File: config.mk
export PLATFORM = sky130hd
export DESIGN_NAME = chain_latency_meter
export DESIGN_NICKNAME = d
export VERILOG_FILES = /design/src/rtl/chain_meter_pkg.sv /design/src/rtl/lane_sync.sv /design/src/rtl/chain_latency_meter.sv
export SDC_FILE = /design/constraint.sdc
export NUM_CORES = 1
export LEC_CHECK = 0
export BUFFER_PORTS_ARGS = -buffer_cell sky130_fd_sc_hd__buf_2
export CAP_MARGIN = 15
export CELL_PAD_IN_SITES_DETAIL_PLACEMENT = 0
export CELL_PAD_IN_SITES_GLOBAL_PLACEMENT = 2
export CORE_AREA = 2 2 100 102
export CTS_CLUSTER_SIZE = 30
export DETAILED_ROUTE_END_ITERATION = 8
export DIE_AREA = 0 0 102 104
export GPL_ROUTABILITY_DRIVEN = 0
export GPL_TIMING_DRIVEN = 0
export PLACE_DENSITY_LB_ADDON = 0.15
export SYNTH_ARGS = -nofsm -noshare
export SYNTH_HDL_FRONTEND = slang
export SYNTH_SLANG_ARGS = --single-unit
File: constraint.sdc
create_clock -name clk -period 4.78 [get_ports clk]
set_input_delay 0.956 -clock clk [delete_from_list [all_inputs] [get_ports clk]]
set_output_delay 0.956 -clock clk [all_outputs]
set_load 0.005 [all_outputs]
File: src/rtl/chain_meter_pkg.sv
// Shared types and constants for the delay-chain latency meter.
// Optional per-lane latency output is enabled by CHAIN_METER_LANE_LAT_EN.
package chain_meter_pkg;

  localparam int SYNC_STAGES = 2;
  localparam int DEF_LANES   = 8;
  localparam int DEF_CNT_W   = 16;
  localparam int DEF_TIMEOUT = 4095;

  typedef enum logic [2:0] {
    ST_IDLE,
    ST_PRIME,
    ST_LAUNCH,
    ST_MEASURE,
    ST_DONE
  } state_e;

endpackage

File: src/rtl/lane_sync.sv
// Multi-flop resynchroniser for the asynchronous chain lane outputs.
// Async active-high reset to zero.
module lane_sync
  import chain_meter_pkg::*;
#(
  parameter int WIDTH  = DEF_LANES,
  parameter int STAGES = SYNC_STAGES
) (
  input  logic             clk,
  input  logic             rst,
  input  logic [WIDTH-1:0] d_i,
  output logic [WIDTH-1:0] q_o
);

  logic [STAGES-1:0][WIDTH-1:0] ff_q;

  always_ff @(posedge clk or posedge rst) begin
    if (rst) begin
      ff_q <= '0;
    end else begin
      ff_q[0] <= d_i;
      for (int s = 1; s < STAGES; s++) begin
        ff_q[s] <= ff_q[s-1];
      end
    end
  end

  assign q_o = ff_q[STAGES-1];

endmodule

File: src/rtl/chain_latency_meter.sv
// Primes, launches and times a pattern through the 8-lane delay chain.
// Define CHAIN_METER_LANE_LAT_EN to add the per-lane lane_latency output.
module chain_latency_meter
  import chain_meter_pkg::*;
#(
  parameter int LANES   = DEF_LANES,
  parameter int CNT_W   = DEF_CNT_W,
  parameter int TIMEOUT = DEF_TIMEOUT
) (
  input  logic             clk,
  input  logic             rst,
  input  logic             start,
  input  logic [LANES-1:0] pattern,
  output logic [LANES-1:0] chain_din,
  input  logic [LANES-1:0] chain_dout,
  output logic             busy,
  output logic             done,
  output logic             timeout,
  output logic [CNT_W-1:0] latency,
`ifdef CHAIN_METER_LANE_LAT_EN
  output logic [LANES*CNT_W-1:0] lane_latency,
`endif
  output logic [LANES-1:0] missing
);

  localparam logic [CNT_W-1:0] TO_LIM = CNT_W'(TIMEOUT);
  localparam logic [CNT_W-1:0] ONE    = CNT_W'(1);

  state_e           state_q, state_d;
  logic [LANES-1:0] pat_q, pat_d;
  logic [CNT_W-1:0] cnt_q, cnt_d;
  logic [LANES-1:0] din_q, din_d;
  logic [LANES-1:0] seen_q, seen_d;
  logic [CNT_W-1:0] lat_q, lat_d;
  logic             to_q, to_d;
  logic [LANES-1:0] miss_q, miss_d;
  logic [LANES-1:0] dsync;
  logic [LANES-1:0] seen_nx;
  logic [CNT_W-1:0] cnt_inc;

`ifdef CHAIN_METER_LANE_LAT_EN
  logic [LANES-1:0][CNT_W-1:0] llat_q, llat_d;
`endif

  lane_sync #(
    .WIDTH (LANES),
    .STAGES(SYNC_STAGES)
  ) u_sync (
    .clk(clk),
    .rst(rst),
    .d_i(chain_dout),
    .q_o(dsync)
  );

  always_ff @(posedge clk or posedge rst) begin
    if (rst) begin
      state_q <= ST_IDLE;
      pat_q   <= '0;
      cnt_q   <= '0;
      din_q   <= '0;
      seen_q  <= '0;
      lat_q   <= '0;
      to_q    <= 1'b0;
      miss_q  <= '0;
`ifdef CHAIN_METER_LANE_LAT_EN
      llat_q  <= '0;
`endif
    end else begin
      state_q <= state_d;
      pat_q   <= pat_d;
      cnt_q   <= cnt_d;
      din_q   <= din_d;
      seen_q  <= seen_d;
      lat_q   <= lat_d;
      to_q    <= to_d;
      miss_q  <= miss_d;
`ifdef CHAIN_METER_LANE_LAT_EN
      llat_q  <= llat_d;
`endif
    end
  end

  // Lanes count as arrived once they match the launched value; sticky.
  assign seen_nx = seen_q | ~(dsync ^ pat_q);
  assign cnt_inc = cnt_q + ONE;

  always_comb begin
    state_d = state_q;
    pat_d   = pat_q;
    cnt_d   = cnt_q;
    din_d   = din_q;
    seen_d  = seen_q;
    lat_d   = lat_q;
    to_d    = to_q;
    miss_d  = miss_q;
`ifdef CHAIN_METER_LANE_LAT_EN
    llat_d  = llat_q;
`endif
    unique case (state_q)
      ST_IDLE: begin
        if (start) begin
          pat_d   = pattern;
          cnt_d   = '0;
          din_d   = ~pattern;
          to_d    = 1'b0;
`ifdef CHAIN_METER_LANE_LAT_EN
          llat_d  = '0;
`endif
          state_d = ST_PRIME;
        end
      end
      ST_PRIME: begin
        cnt_d = cnt_inc;
        if (dsync == ~pat_q) begin
          cnt_d   = '0;
          state_d = ST_LAUNCH;
        end else if (cnt_inc == TO_LIM) begin
          to_d    = 1'b1;
          miss_d  = '1;
`ifdef CHAIN_METER_LANE_LAT_EN
          llat_d  = '1;
`endif
          state_d = ST_DONE;
        end
      end
      ST_LAUNCH: begin
        din_d   = pat_q;
        cnt_d   = '0;
        seen_d  = '0;
        state_d = ST_MEASURE;
      end
      ST_MEASURE: begin
        cnt_d  = cnt_inc;
        seen_d = seen_nx;
`ifdef CHAIN_METER_LANE_LAT_EN
        for (int i = 0; i < LANES; i++) begin
          if (seen_nx[i] && !seen_q[i]) begin
            llat_d[i] = cnt_q;
          end
        end
`endif
        if (&seen_nx) begin
          lat_d   = cnt_q;
          to_d    = 1'b0;
          miss_d  = '0;
          state_d = ST_DONE;
        end else if (cnt_inc == TO_LIM) begin
          to_d    = 1'b1;
          miss_d  = ~seen_nx;
`ifdef CHAIN_METER_LANE_LAT_EN
          for (int i = 0; i < LANES; i++) begin
            if (!seen_nx[i]) begin
              llat_d[i] = '1;
            end
          end
`endif
          state_d = ST_DONE;
        end
      end
      ST_DONE: begin
        state_d = ST_IDLE;
      end
      default: begin
        state_d = ST_IDLE;
      end
    endcase
  end

  assign chain_din = din_q;
  assign busy      = (state_q == ST_PRIME)  ||
                     (state_q == ST_LAUNCH) ||
                     (state_q == ST_MEASURE);
  assign done      = (state_q == ST_DONE);
  assign timeout   = to_q;
  assign latency   = lat_q;
  assign missing   = miss_q;

`ifdef CHAIN_METER_LANE_LAT_EN
  assign lane_latency = llat_q;
`endif

endmodule

=== Word level (Yosys, flattened, before mapping) ===
Index checks and enable logic that the tools add are counted.

* Bits in writable memories: 0
* Bits in latches: 0
* Flip-flop bits (word level): 84
* Word-level logic and storage cells: 63
* Output and inout port bits: 35
* Memories kept: 0
* Bits of input ports: 19
* ROM bits: 0

* Reduce and logical (&&, ||, !) cells: 15
* Order comparisons: 0
* Bitwise operators: 6
* Shift operators: 0
* Muxes and demuxes: 21
* $add $sub $neg: 1
* Divide/modulo/power cells: 0
* Equal/unequal tests: 10
* Multiply operators: 0

{| class="wikitable"
|+ Operators by type and width
! kind !! number
|-
| $pmux 16 s4 || 1
|-
| $pmux 8 s2 || 3
|-
| $mux 8 || 5
|-
| $mux 16 || 2
|-
| $not 8->8 || 4
|-
| $add 16x1->16 const B || 1
|-
| $eq 16x12->1 const B || 1
|-
| $mux 3 || 4
|-
| $pmux 3 s4 || 1
|-
| $reduce_and 9->1 || 1
|-
| $eq 8x8->1 || 1
|-
| $or 8x8->8 || 1
|-
| $reduce_and 8->1 || 1
|-
| $xor 8x8->8 || 1
|-
| $eq 3x2->1 const B || 2
|-
| $ne 2x2->1 const B || 3
|-
| $reduce_and 2->1 || 3
|-
| $reduce_bool 2->1 || 3
|-
| $mux 1 || 4
|-
| $reduce_and 4->1 || 1
|-
| $reduce_bool 4->1 || 1
|-
| $eq 3x1->1 const B || 1
|-
| $eq 3x3->1 const B || 1
|-
| $logic_not 3->1 || 1
|-
| 5 further kinds || 6
|}

=== Longest topological paths before layout ===
* Word-level depth: 7
* Depth in mapped cells: 9
* Mapped depth without buffers: 8

=== Hierarchy ===
A second synthesis with hierarchy kept.

* Cell total of the unflattened synthesis: 346
* Area, all modules: 3702.3 µm²

{| class="wikitable"
|+ By module, submodules not included
! module !! cells an instance !! area each (µm²) !! instances !! seq. area each (µm²)
|-
| chain_latency_meter || 321 || 3238.1 || 1 || 1701.6
|-
| lane_sync || 25 || 464.2 || 1 || 400.4
|}

=== Worst setup path before layout ===
OpenSTA, ideal clock, no wires.

* Path kind: reg-to-reg
* Start: register cnt_q[2]
* End: register miss_q[0], in the netlist missing[0]
* Slack: 2619 ps
* Required time: 4655 ps
* Stages on the path, launching flop included: 10
* Setup time: 125 ps
* Clock period less this slack: 2161 ps
* Path buffers: 2
* Arrival time: 2036 ps
* Cell sequence: dfrtp_1 > buf_2 > nand4_2 > nor4_1 > xnor2_1 > nor2b_1 > nand2_1 > o31a_1 > buf_6 > mux2_4

* Cells in the longest elaborated chain, start to end: 4
* Elaborated cells between the ends (all ways): 5
* Classes of those cells: 1 x add/sub; 3 x eq/ne; 1 x reduce/logical

{| class="wikitable"
|+ RTL lines
! what !! RTL line !! RTL
|-
| start, declared || chain_latency_meter.sv:31 || <nowiki>logic [CNT_W-1:0] cnt_q, cnt_d;</nowiki>
|-
| start signal, assigned || chain_latency_meter.sv:71 || <nowiki>cnt_q <= cnt_d;</nowiki>
|-
| $add 16x1->16 * || chain_latency_meter.sv:85 || <nowiki>assign cnt_inc = cnt_q + ONE;</nowiki>
|-
| $eq 16x12->1 * || chain_latency_meter.sv:117, chain_latency_meter.sv:147 ||
|-
| $ne 3x3->1 (no source line) / $ne 2x2->1 (equally long branches) || - ||
|-
| $reduce_and 4->1 (no source line) * || - ||
|-
| end signal, assigned || chain_latency_meter.sv:76 || <nowiki>miss_q <= miss_d;</nowiki>
|-
| end, declared || chain_latency_meter.sv:36 || <nowiki>logic [LANES-1:0] miss_q, miss_d;</nowiki>
|}

Every way passes the cells marked *; elsewhere a longest branch is shown, timed or not.
A chain may end at the register's enable or synchronous reset.

=== Final worst setup path ===
* Start: register cnt_q[1]
* End: register miss_q[1], in the netlist missing[1]

The elaborated chain is that of the path after synthesis.

==> summary.md <==
| Metric | Value |
|---|---|
| Synth area leaders | `dfrtp_1, nand2_1, o21ai_0` |
| Clk_skew | `10.46 ps` |
| Distinct cells, synth | `43` |
| Syn_area_per_cell | `10.52 sq um` |
| Setup bufs post-CTS | `0` |
| Slew @ Worst Pin | `796.1 ps` |
| I/O Pins | `54` |
| Syn_nets | `368` |
| Maximum operating frequency | `393.9 MHz` |
| Largest net degree at the start of global routing | `49` |
| Sequential area share after synthesis | `57.57%` |
| Tcrit/Tclk final | `53.12%` |
| Area share of the largest cell type after synthesis | `57.57%` |
| # setup viols final | `0` |
| Core Rows | `36` |
| Die H | `104 um` |
| Total Neg Setup Slack | `0 ps` |
| Cell accounting for the most synthesized area | `dfrtp_1` |
| TritonCTS Buffers | `9` |
| Worst EP arrival | `2780 ps` |
| Core Box Area | `9549 sq um` |
| Critical path type | `reg2reg` |
| Gr usage total | `16.51%` |
| Buffers on Ports | `53` |
| Worst-path clk slew | `90 ps` |
| Final hold vios | `0` |
| Worst vdd ir | `0.0002319 V` |
| # H-tree levels | `3` |
| Worst-path maximum fanout | `9` |
| DR vias/cell | `4.868` |
| CTS tree | `built` |
| CTS sink cnt | `84` |
| Post-synth EDFFs | `0` |
| Vias in the first global route | `2,657` |
| Outcome | `complete, no violations` |
| Placed instance area | `4120 sq um` |
| Die area | `10,610 sq um` |
| Share of layout cells above drive strength 1 | `25.60%` |
| Required @ worst endpoint | `5020 ps` |
| # resized after CTS | `0` |
| First-pass DRT Iterations | `4` |
| First DRT Iteration DRCs | `87` |
| CP Launch Type | `flip-flop` |
| Post-synth top cells | `dfrtp_1, nand2_1, o21ai_0` |
| Unrepaired setup endpoints after global routing | `no` |
| Routed wire length | `8144 um` |
| Fin. max-slew vios | `0` |
| Die Wd | `102 um` |
| Wirelength per Cell | `14.78 um` |
| Leak | `2.116 nW` |
| Hold WC Path Type | `reg2reg` |
| Worst hold path depth | `0` |
| ANT cells | `0` |
| Clk_lat worst skew | `350 ps` |
| Number of synthesis warnings | `0` |
| Area growth, synth to finish | `19.05%` |
| Antenna violations before repair | `0` |
| Total gr overflow | `0` |
| CP Capture Type | `flip-flop` |
| Synth Flop Type | `dfrtp_1` |
| Fin nets | `434` |
| Design Area, Final | `4347 sq um` |
| Initial Utilization | `38.23%` |
| PD cells | `456.3 nW/um^2` |
| CTS root buffer | `clkbuf_8` |
| Post-DP HPWL | `5772 um` |
| Yosys reg bits | `84` |
| CTS Buffer Depth | `2` |
| Max-cap violations | `0` |
| Crit path time final | `2539 ps` |
| Async S/R FF share, synth | `100.0%` |
| Slew HR | `46.47%` |
| Worst Reg-to-Reg Cells | `9` |
| Util after Layout | `45.52%` |
| # hold bufs at CTS | `0` |
| Via count | `2,682` |
| ANT nets after route | `0` |
| Global-route wire length before repair | `13,710 um` |
| Most common cell in the netlist | `dfrtp_1` |
| Mapped Area | `3651 sq um` |
| Syn Inst Count | `347` |
| DRC Markers | `0` |
[sequential cells by signal, summed over array words and instances (netlist names)]
| name | flops |
|---|---|
| u_sync.q_o | 8 |
| state_q | 3 |
| seen_q | 8 |
| missing | 8 |
| chain_din | 8 |
| pat_q | 8 |
| cnt_q | 16 |
| u_sync.ff_q | 8 |
| latency | 16 |
| timeout | 1 |
[worst max-delay path: stages (launching register included)]
cell	delay, ps
dfrtp_1	450
ha_1	260
nand3_2	190
nor2_1	310
nand3_1	130
xor2_1	270
nand2_1	110
o31a_1	250
buf_6	160
mux2_4	300
[path summary, 6_finish.rpt]
path,start,end,slack (ps)
max,cnt_q[1],missing[1],2240
min,u_sync.ff_q[6],u_sync.q_o[6],350
max reg2reg,cnt_q[1],missing[1],2240
min reg2reg,u_sync.ff_q[6],u_sync.q_o[6],350
max in group asynchronous,rst,pat_q[4],3550
min in group asynchronous,rst,missing[7],620
[routing by layer]
metal,share of wire (%),global-route usage (%)
met2,49,26.08
met5,0,0
met3,3.6,3.226
met1,46,22.26
met4,1.9,6.381
[power by group]
group | switching, mW | internal (mW)
sequential | 0.0887 | 0.823
clock | 0.261 | 0.311
combinational | 0.317 | 0.183
[layout by cell type, fill, tap and decap left out, types with 10 or more instances in the layout]
master	n
nand3_1	11
mux2_2	15
clkbuf_8	10
nand2_1	57
nor2_1	30
xnor2_1	13
clkbuf_1	11
buf_2	57
o21ai_0	41
a21oi_1	18
dfrtp_1	84
[cell type report]
class                   count  area [sq um]
fillers                   979          5202
clock inverters             5         85.08
inverters                   8         32.53
repair buffers             55         300.3
plain buffers              15         68.82
flip-flops and latches     84          2102
clock buffers              11         141.4
well taps                 133         166.4
multi-input cells         240          1450
[cell families after synthesis]
| group | synth area share [%] |
|---|---|
| XOR/XNOR | 3.598 |
| AND/OR/NAND/NOR | 16.79 |
| flip-flops | 57.57 |
| multiplexers | 7.505 |
| adder cells (fa/ha/maj) | 0.6853 |
| AO/OA/AOI/OAI | 11.14 |
| buffers and inverters | 2.707 |
[metrics by stage]
step                worst slack [ps]  total power [mW]  instances  hold WS (ps)
floorplan                       1659             1.245        347         331.2
global placement               552.8             1.420        533         331.4
detailed placement              1979             1.439        535         334.7
CTS                             2236             2.014        551         353.3
global route                    2105             2.130        551         356.4
finish                          2241             1.984        551         352.2
Power figures use the tool's default switching activity.
